==> src/rtl/uart_transmitter.sv <==
// UART transmitter: start bit, DATA_WIDTH data bits LSB first, STOP_BITS stop bits, paced by baudTick.
// tx falls one clk after an accepted txStart; txStart is dropped (not queued) while txReady=0.
module uart_transmitter #(
  parameter int DATA_WIDTH = 8,
  parameter int RESOLUTION = 16,
  parameter int STOP_BITS  = 1
) (
  input  logic                  clk,
  input  logic                  rst,
  input  logic                  baudTick,
  input  logic [DATA_WIDTH-1:0] dataIn,
  input  logic                  txStart,
  output logic                  txReady,
  output logic                  txDone,
  output logic                  tx
);

  localparam int TW = $clog2(RESOLUTION * STOP_BITS);
  localparam int BW = $clog2(DATA_WIDTH);
  localparam logic [TW-1:0] BIT_LAST_TICK  = TW'(RESOLUTION - 1);
  localparam logic [TW-1:0] STOP_LAST_TICK = TW'(STOP_BITS * RESOLUTION - 1);
  localparam logic [BW-1:0] LAST_BIT       = BW'(DATA_WIDTH - 1);

  typedef enum logic [1:0] {IDLE, START, DATA, STOP} state_t;

  state_t                state, state_nxt;
  logic [TW-1:0]         tick_cnt, tick_nxt;
  logic [BW-1:0]         bit_cnt, bit_nxt;
  logic [DATA_WIDTH-1:0] shift, shift_nxt;
  logic                  tx_nxt, ready_nxt, done_nxt;

  always_ff @(posedge clk or posedge rst) begin
    if (rst) begin
      state    <= IDLE;
      tick_cnt <= '0;
      bit_cnt  <= '0;
      shift    <= '0;
      tx       <= 1'b1;
      txReady  <= 1'b1;
      txDone   <= 1'b0;
    end else begin
      state    <= state_nxt;
      tick_cnt <= tick_nxt;
      bit_cnt  <= bit_nxt;
      shift    <= shift_nxt;
      tx       <= tx_nxt;
      txReady  <= ready_nxt;
      txDone   <= done_nxt;
    end
  end

  // tx/txReady are computed one state ahead so every output leaves a flop.
  always_comb begin
    state_nxt = state;
    tick_nxt  = tick_cnt;
    bit_nxt   = bit_cnt;
    shift_nxt = shift;
    tx_nxt    = tx;
    ready_nxt = txReady;
    done_nxt  = 1'b0;
    unique case (state)
      IDLE: begin
        tx_nxt    = 1'b1;
        ready_nxt = 1'b1;
        if (txStart) begin
          shift_nxt = dataIn;
          tick_nxt  = '0;
          state_nxt = START;
          tx_nxt    = 1'b0;
          ready_nxt = 1'b0;
        end
      end
      START: begin
        if (baudTick) begin
          if (tick_cnt == BIT_LAST_TICK) begin
            tick_nxt  = '0;
            bit_nxt   = '0;
            state_nxt = DATA;
            tx_nxt    = shift[0];
          end else begin
            tick_nxt = tick_cnt + TW'(1);
          end
        end
      end
      DATA: begin
        if (baudTick) begin
          if (tick_cnt == BIT_LAST_TICK) begin
            tick_nxt  = '0;
            shift_nxt = shift >> 1;
            if (bit_cnt == LAST_BIT) begin
              state_nxt = STOP;
              tx_nxt    = 1'b1;
            end else begin
              bit_nxt = bit_cnt + BW'(1);
              tx_nxt  = shift[1];
            end
          end else begin
            tick_nxt = tick_cnt + TW'(1);
          end
        end
      end
      STOP: begin
        tx_nxt = 1'b1;
        if (baudTick) begin
          if (tick_cnt == STOP_LAST_TICK) begin
            tick_nxt  = '0;
            state_nxt = IDLE;
            ready_nxt = 1'b1;
            done_nxt  = 1'b1;
          end else begin
            tick_nxt = tick_cnt + TW'(1);
          end
        end
      end
      default: begin
        state_nxt = IDLE;
        tx_nxt    = 1'b1;
        ready_nxt = 1'b1;
      end
    endcase
  end

endmodule

==> config.mk <==
export PLATFORM = sky130hd
export DESIGN_NAME = uart_transmitter
export DESIGN_NICKNAME = d
export VERILOG_FILES = /design/src/rtl/uart_transmitter.sv
export SDC_FILE = /design/constraint.sdc
export NUM_CORES = 1
export LEC_CHECK = 0
export BUFFER_PORTS_ARGS = -buffer_cell sky130_fd_sc_hd__buf_2
export CAP_MARGIN = 20
export CORE_UTILIZATION = 56
export DETAILED_ROUTE_END_ITERATION = 8
export GPL_TIMING_DRIVEN = 1
export PLACE_DENSITY = 0.77
export SLEW_MARGIN = 5
export SYNTH_ARGS = -nofsm -noshare
export SYNTH_HDL_FRONTEND = slang
export SYNTH_SLANG_ARGS = --single-unit
==> constraint.sdc <==
create_clock -name clk -period 1.9 [get_ports clk]
set_clock_uncertainty 0.05 [all_clocks]
set_input_delay 0.19 -clock clk [delete_from_list [all_inputs] [get_ports clk]]
set_output_delay 0.19 -clock clk [all_outputs]
set_load 0.1 [all_outputs]
After elaboration in Yosys (flattened, before gate mapping)
Index checks and enable logic that the tools add are counted.

Output and inout bits: 3. Memories: 0. Input port bits: 12. Bits in registers: 20. Latch bits: 0. Bits in writable memories: 0. ROM bits: 0. Logic and storage cells: 71.

Eq/ne operators: 15. Mux-type cells: 36. Bitwise logic cells: 0. $mul: 0. $lt $le $gt $ge: 0. Add/sub/neg operators: 2. Divide/modulo/power cells: 0. Reductions and logical operators: 11. Shift operators: 0.

Operators by type and width (number): 8-bit 2-to-1 mux (3); 2-bit inequality test (second input constant) (9); 2-bit 2-to-1 mux (8); 8-bit one-hot mux with 2 select lines (1); 3-bit 2-to-1 mux (5); 4-bit 2-to-1 mux (3); 1-bit 2-to-1 mux (11); 2-bit one-hot mux with 4 select lines (1); 4-bit one-hot mux with 2 select lines (1); 4-bit AND reduction (2); 8-bit AND reduction (1); 3-bit one-hot mux with 2 select lines (1); 6-bit AND reduction (1); 2-bit nonzero test (3); 4-bit by 1-bit adder with 4-bit output (second input constant) (1); 2-bit equality test (second input constant) (2); 4-bit equality test (second input constant) (1); 1-bit one-hot mux with 4 select lines (1); 3-bit by 1-bit adder with 3-bit output (second input constant) (1); 3-bit equality test (second input constant) (1); 3-bit AND reduction (1); 3-bit OR reduction (1); 2-bit by 1-bit equality test with 1-bit output (second input constant) (1); 2-bit zero test (1); 3 further kinds (3).

Depth between registers and ports, before layout
Gate-level depths: netlist of the first run.

Depth after elaboration: 5. Depth in mapped cells: 6. Mapped depth without buffers: 5.

Least setup slack after synthesis of the first run
OpenSTA, ideal clock, no wires.

Kind: register to register. Start: register state[0]. End: register state[1]. Cell stages (with the launch flop): 7. Data required time: 1.725 ns. Library setup time: 0.125 ns. Path slack: 0.261 ns. Clock period less this slack: 1.639 ns. Buffers on the path: 1. Arrival: 1.464 ns. Cells stage by stage: dfrtp_1 -> inv_1 -> ha_1 -> buf_2 -> nor3_2 -> o221ai_4 -> mux2_4.

Longest elaborated chain between the ends: 3. Elaborated cells between the ends (all ways): 14. Classes of those cells: eq/ne (11); mux (1); reduce/logical (2).

RTL lines: from (decl) (RTL line 26) `state_t state, state_nxt;`; from (signal assigned) (RTL line 42) `state <= state_nxt;`; 2-bit equality test, or another cell as far along (RTL line 61) `unique case (state)`; 2-bit inequality test (no line); 8-bit AND reduction (no line).

Parallel ways exist; a longest one is shown, timed or not. A chain may end at the register's enable or synchronous reset.

Worst setup path in the final report of the first run
Start: register state[0]. End: register shift[4].

Longest elaborated chain between the ends: 3. Elaborated cells between the ends (all ways): 8. Classes of those cells: eq/ne (4); mux (1); reduce/logical (3).

RTL lines: 2-bit equality test or 2-bit zero test (tied branches) (RTL line 61); 2-bit inequality test (no line) or 2-bit nonzero test (tied branches); 4-bit AND reduction (no line); to (signal assigned) (RTL line 45) `shift <= shift_nxt;`; to (decl) (RTL line 29) `logic [DATA_WIDTH-1:0] shift, shift_nxt;`.

Parallel ways exist; a longest one is shown, timed or not.

==> summary.md, run 1 <==
| Metric | Value |
|---|---|
| Syn. warnings | `0` |
| Fill count | `157` |
| Drt via density | `5.86` |
| Antenna Violating Nets Remaining | `0` |
| DP HPWL | `1700 um` |
| Post_cts resized | `0` |
| Setup violators final | `0` |
| Reg-to-reg endpoint | `shift[4]$_DFFE_PP0P_` |
| R2r setup slk | `0.12 ns` |
| Syn Inst Count | `108` |
| H-Tree Level Count | `1` |
| Total clock buffers created by CTS | `3` |
| Core Area | `1980 sq um` |
| Routed length per instance | `15.1 um` |
| Clock buffer depth | `2` |
| Total Wirelength | `2330 um` |
| Post-route worst setup slack | `0.119 ns` |
| Post-layout minimum cycle time | `1.78 ns` |
| Sequential standard cell area | `503 sq um` |
| Worst Path Max Fanout | `10` |
| Ratio of cells with drive above 1 in the final layout | `24.4%` |
| Status | `complete, no violations` |
| Slew headroom | `49.4%` |
| Peak Freq | `561 MHz` |
| Core Util, Final | `67.0%` |
| P&R area growth vs syn | `11.3%` |
| VDD IR max | `1.14 mV` |
| Post-synthesis sequential area ratio | `42.1%` |
| Antenna diodes | `0` |
| Final period utilization | `93.8%` |
| I/O Buffers | `14` |
| CTS tree | `done` |
| Number of global-route vias before repair | `795` |
| Initial antenna violation count | `0` |
| # rows | `16` |
| Worst setup SP type | `flip-flop` |
| TritonRoute pass-1 iters | `4` |
| Mapped Area | `1190 sq um` |
| Total leakage power | `0.584 nW` |
| Final #Nets | `148` |
| Unrepaired setup endpoints after global routing | `false` |
| Most frequent cells in the layout | `18 x dfrtp_1, 14 x buf_2, 8 x ha_1` |
| Worst r2r src | `state[0]$_DFFE_PP0P_` |
| Hold Path Depth | `2` |
| CP required | `2.05 ns` |
| First-pass GRT wire length | `3510 um` |
| Most common cell after layout, fill and taps aside | `dfrtp_1` |
| Pre-CTS setup slack | `0.125 ns` |
| Root Driver | `clkbuf_4` |
| Die area | `2320 sq um` |
| Final count of pins violating max slew | `0` |
| Initial Util | `60.2%` |
| Worst-Skew Late Latency | `0.30 ns` |
| Synth Net Count | `128` |
| Setup Crit Path Kind | `flip-flop to flip-flop` |
| Worst min path class | `input port to flip-flop` |
| Hold path start | `dataIn[6]` |
| Die Span Y | `48.2 um` |
| Total GRT Usage | `22.3%` |
| Critical Path Sink Type | `flip-flop` |
| # Max-Cap Violations | `0` |
| Multi-input logic area | `633 sq um` |
| Final setup TNS | `0 ns` |
| Slew @ Worst Pin | `0.758 ns` |
| Initial DRC count | `26` |
| Gr ovfl total | `0` |
| Final Hold Viols | `0` |
| R2r worst-path depth | `6` |
| Worst-path clk slew | `0.11 ns` |
| Largest net degree at the start of global routing | `21` |
| Worst hold endpoint | `shift[6]$_DFFE_PP0P_` |
| Via count | `902` |
| Pwr per Cell Area | `1450 nW/um^2` |
| I/O Pins | `15` |
| # DRC | `0` |
| Chip width | `48.2 um` |
| FF+latch count, synth | `20` |
| Total power | `1.92 mW` |
| Worst path arrival time | `1.93 ns` |
| Avg Inst Size Synth | `11.1 sq um` |
| # clock sinks | `20` |
| Unique cell type count in the Yosys netlist | `40` |
| Gpl congestion | `0.731` |
==> state kept, by name (all words and copies together) (netlist names) <==
register,flops
shift,8
tx,1
state,2
tick_cnt,4
txReady,1
txDone,1
bit_cnt,3
==> report_power, final <==
part	internal, mW	switching (mW)	total [mW]
logic	0.399	0.593	0.992
clock network	0.0819	0.130	0.212
registers	0.600	0.120	0.720
==> layer usage <==
metal	track usage (%)	wire length, um	vias to the layer above	share of wire [%]
met5	0	0	-	0
met2	33.9	1080	24	46
met3	5.56	95	4	4.1
li1	-	-	447	-
met1	29.9	1110	427	48
met4	10.0	44	0	1.9
==> cell usage after synthesis <==
cell type  instances  share of area (%)
a211oi_1           1               0.63
a21oi_1            3                1.3
a22o_1             1               0.73
a22oi_1            3                1.9
and2_4             1               0.73
and4_1             1               0.73
and4b_1            1               0.84
buf_2              1               0.42
buf_6              2                1.9
clkinv_1           1               0.31
dfrtp_1           18                 38
dfstp_2            2                4.4
ha_1               8                8.4
inv_1              7                2.2
mux2_1             1               0.94
mux2_4             1                1.3
mux2i_1            1               0.84
nand2_1            5                1.6
nand2b_1           1               0.52
nand3_1            2               0.84
nand3_2            1               0.84
nand3b_1           1               0.63
nand4_1            4                2.1
nand4_2            1                1.0
nor2_1             2               0.63
nor2b_1            3                1.6
nor2b_2            1               0.73
nor3_2             1               0.84
o2111ai_1          1               0.73
o211ai_1           1               0.63
o21ai_0            6                2.5
o21ai_1            4                1.7
o221a_1            7                6.6
o221ai_4           1                2.2
o2bb2ai_1          3                2.2
o31ai_4            1                1.8
o32a_1             1               0.84
or2_1              6                3.1
or2_2              1               0.52
or4_1              1               0.63
==> how the worst max path moves through the flow <==
stage                                 endpoint                  from
after CTS                 shift[3]$_DFFE_PP0P_  state[0]$_DFFE_PP0P_
final                     shift[4]$_DFFE_PP0P_  state[0]$_DFFE_PP0P_
after detailed placement  shift[2]$_DFFE_PP0P_  state[0]$_DFFE_PP0P_
after floorplan           state[1]$_DFFE_PP0P_  state[0]$_DFFE_PP0P_
after global placement    shift[4]$_DFFE_PP0P_  state[0]$_DFFE_PP0P_
after global routing      shift[0]$_DFFE_PP0P_  state[0]$_DFFE_PP0P_
==> cell families after synthesis <==
logic type / count (synthesis) / synth area share (%)
AOI/OAI and AO/OA: 33 / 23.7
adders and majority gates: 8 / 8.39
muxes: 3 / 3.04
DFF: 20 / 42.1
and+or+nand+nor: 33 / 17.9
buffers and inverters: 11 / 4.82
==> layout make-up <==
| cell class | instances | area share, % |
|---|---|---|
| inverter | 8 | 2.26 |
| clock buffer | 4 | 1.98 |
| sequential | 20 | 37.9 |
| timing repair buffer | 18 | 7.72 |
| tap | 27 | 2.54 |
| multi-input combinational | 77 | 47.6 |
==> critical path: stages (launching register included) <==
cell	delay, ns
dfrtp_1	0.40
inv_1	0.10
ha_1	0.22
buf_4	0.17
nand3b_1	0.32
or2_1	0.30
o221a_1	0.12
==> through the flow <==
step / hold WS (ns) / instance area (sq um) / instances
after floorplan: 0.102 / 1190 / 108
after global placement: 0.302 / 1290 / 149
after detailed placement: 0.313 / 1290 / 149
after CTS: 0.109 / 1330 / 154
after global routing: 0.102 / 1330 / 154
final: 0.115 / 1330 / 154
==> timing repair <==
action                                 CTS  global route
hold buffers                             1             0
buffers inserted                         0             0
endpoints found under the hold margin   18             0
(Power assumes the default switching activity.)
==> run 2: changes to the inputs <==
Settings changed: CORE_UTILIZATION 56 to 60, HOLD_SLACK_MARGIN set to 0.1, PLACE_DENSITY 0.77 to 0.82.
Clock period 1.9 ns to 2.3 ns, I/O delays scaled along.
==> run 2 against run 1 <==
  * Non-clock buffer count is 2 lower
  * Worst setup slack improved by 0.33 ns
  * Die area decreased by 6.4%
  * Largest cell class unchanged
  * Sequential power fell by 17%
  * Clock power rose by 37%
  * Sequential share of layout area shrank 0.25 points
  * Design area is 0.66% higher
  * Power down 10%
  * Critical path type unchanged
  * Hold slack improved by 0.038 ns
  * Utilization up 7.2 points
  * First-iteration DRC count up 12%
  * Critical endpoint is now shift[1]$_DFFE_PP0P_
  * Largest power group unchanged
==> summary.md, run 2 (same netlist as run 1, synthesis figures left out) <==
| Metric | Value |
|---|---|
| Worst hold endpoint | `shift[6]$_DFFE_PP0P_` |
| Total GRT Usage | `28.7%` |
| R2r setup slk | `0.45 ns` |
| Total Wirelength | `2550 um` |
| Setup violators final | `0` |
| Total clock buffers created by CTS | `3` |
| Critical Path Sink Type | `flip-flop` |
| Worst-Skew Late Latency | `0.31 ns` |
| Die area | `2170 sq um` |
| Gr ovfl total | `0` |
| Final setup TNS | `0 ns` |
| I/O Buffers | `14` |
| Post-layout minimum cycle time | `1.85 ns` |
| Number of global-route vias before repair | `950` |
| Root Driver | `clkbuf_4` |
| Gpl congestion | `0.838` |
| H-Tree Level Count | `1` |
| Sequential standard cell area | `503 sq um` |
| Final period utilization | `80.3%` |
| TritonRoute pass-1 iters | `4` |
| Worst setup SP type | `flip-flop` |
| Reg-to-reg endpoint | `shift[1]$_DFFE_PP0P_` |
| Die Span Y | `46.6 um` |
| P&R area growth vs syn | `12.1%` |
| Worst min path class | `input port to flip-flop` |
| Via count | `949` |
| Worst path arrival time | `2.01 ns` |
| Switching share of power | `41.9%` |
| Pwr per Cell Area | `1290 nW/um^2` |
| Post-CTS setup buffer count | `0` |
| Initial DRC count | `29` |
| Routed length per instance | `17.0 um` |
| Chip width | `46.6 um` |
| Worst Path Max Fanout | `10` |
| # Max-Cap Violations | `0` |
| Fill count | `142` |
| CTS tree | `done` |
| Final #Nets | `146` |
| Worst-path clk slew | `0.12 ns` |
| CP required | `2.46 ns` |
| Clk pwr share | `16.9%` |
| Unrepaired setup endpoints after global routing | `false` |
| Switching pwr | `723 uW` |
| I/O Pins | `15` |
| Core Area | `1800 sq um` |
| Most common cell after layout, fill and taps aside | `dfrtp_1` |
| # clock sinks | `20` |
| Final count of pins violating max slew | `0` |
| Cell internal pwr | `1.00 mW` |
| Cells after DPL | `145` |
| Non-filler cells, final | `150` |
| Most frequent cells in the layout | `18 x dfrtp_1, 14 x buf_2, 8 x ha_1` |
| Initial Util | `66.3%` |
| Combinational power share | `48.5%` |
| Peak Freq | `541 MHz` |
| # DRC | `0` |
| R2r worst-path depth | `6` |
| Antenna diodes | `0` |
| First-pass GRT wire length | `4400 um` |
| Initial antenna violation count | `0` |
| Drt via density | `6.33` |
| Hold path start | `dataIn[6]` |
| VDD IR max | `0.727 mV` |
| Sequential power share | `34.7%` |
| Ratio of cells with drive above 1 in the final layout | `24.0%` |
| Total leakage power | `0.586 nW` |
| Hold Path Depth | `2` |
| Slew headroom | `48.5%` |
| Worst r2r src | `state[0]$_DFFE_PP0P_` |
| Top Registers | `shift x8, tick_cnt x4, bit_cnt x3` |
| Setup Crit Path Kind | `flip-flop to flip-flop` |
| Largest net degree at the start of global routing | `21` |
| DP HPWL | `1850 um` |
| Clock buffer depth | `2` |
| Most flop-heavy register | `shift` |
| Final Hold Viols | `0` |
| Multi-input logic area | `633 sq um` |
| Antenna Violating Nets Remaining | `0` |
| Max reg flops | `8` |
| Slew @ Worst Pin | `0.772 ns` |
| Status | `complete, no violations` |
| # rows | `15` |
run 2: repair_timing:
item / in CTS / in global routing
hold buffers: 1 / 0
resized for setup: 0 / 0
endpoints found under the hold margin: 18 / 0
run 2: layout make-up:
cell class	count	share of cell area [%]
multi-input combinational	77	47.3
sequential	20	37.6
timing repair buffer	16	6.55
tap	25	2.34
clock inverter	1	2.25
inverter	8	2.25
clock buffer	3	1.68
run 2: worst max-delay path, stage by stage (launching register included):
cell	delay [ns]
dfrtp_1	0.42
inv_1	0.13
ha_1	0.20
buf_4	0.18
nand3b_1	0.31
o31ai_4	0.18
o221a_1	0.27
run 2: through the flow:
stage | utilization [%] | setup slack, ns | instance area, sq um | hold slack (ns) | power [mW]
final | 74.2 | 0.453 | 1340 | 0.152 | 1.72
after CTS | 74.2 | 0.463 | 1340 | 0.154 | 1.72
after floorplan | - | 0.661 | 1190 | 0.142 | 1.25
after global placement | 70.8 | 0.600 | 1270 | 0.332 | 1.38
after detailed placement | 70.8 | 0.500 | 1270 | 0.339 | 1.43
after global routing | 74.2 | 0.393 | 1340 | 0.165 | 1.82
run 2: worst max-delay path by stage:
stage	from	end	slack (ns)	cells after the start
6_report	state[0]$_DFFE_PP0P_	shift[1]$_DFFE_PP0P_	0.45	6
5_1_grt	state[0]$_DFFE_PP0P_	shift[2]$_DFFE_PP0P_	0.39	6
4_1_cts	state[0]$_DFFE_PP0P_	shift[1]$_DFFE_PP0P_	0.46	6
3_5_place_dp	state[0]$_DFFE_PP0P_	shift[5]$_DFFE_PP0P_	0.50	6
3_3_place_gp	state[1]$_DFFE_PP0P_	shift[5]$_DFFE_PP0P_	0.60	5
2_1_floorplan	state[0]$_DFFE_PP0P_	state[1]$_DFFE_PP0P_	0.66	6
run 2: power groups by stage:
| stage | combinational [mW] | clock [mW] | sequential, mW |
|---|---|---|---|
| floorplan | 0.542 | 0 | 0.709 |
| global placement | 0.783 | 0 | 0.593 |
| detailed placement | 0.825 | 0 | 0.601 |
| CTS | 0.832 | 0.292 | 0.597 |
| global route | 0.904 | 0.306 | 0.614 |
| finish | 0.835 | 0.291 | 0.598 |
run 2: layer usage:
| metal | track usage [%] | vias to the layer above | share of wire (%) |
|---|---|---|---|
| met5 | 0 | - | 0 |
| met4 | 9.41 | 0 | 0.86 |
| met1 | 36.7 | 477 | 43 |
| li1 | - | 443 | - |
| met2 | 48.9 | 26 | 52 |
| met3 | 3.92 | 3 | 3.2 |
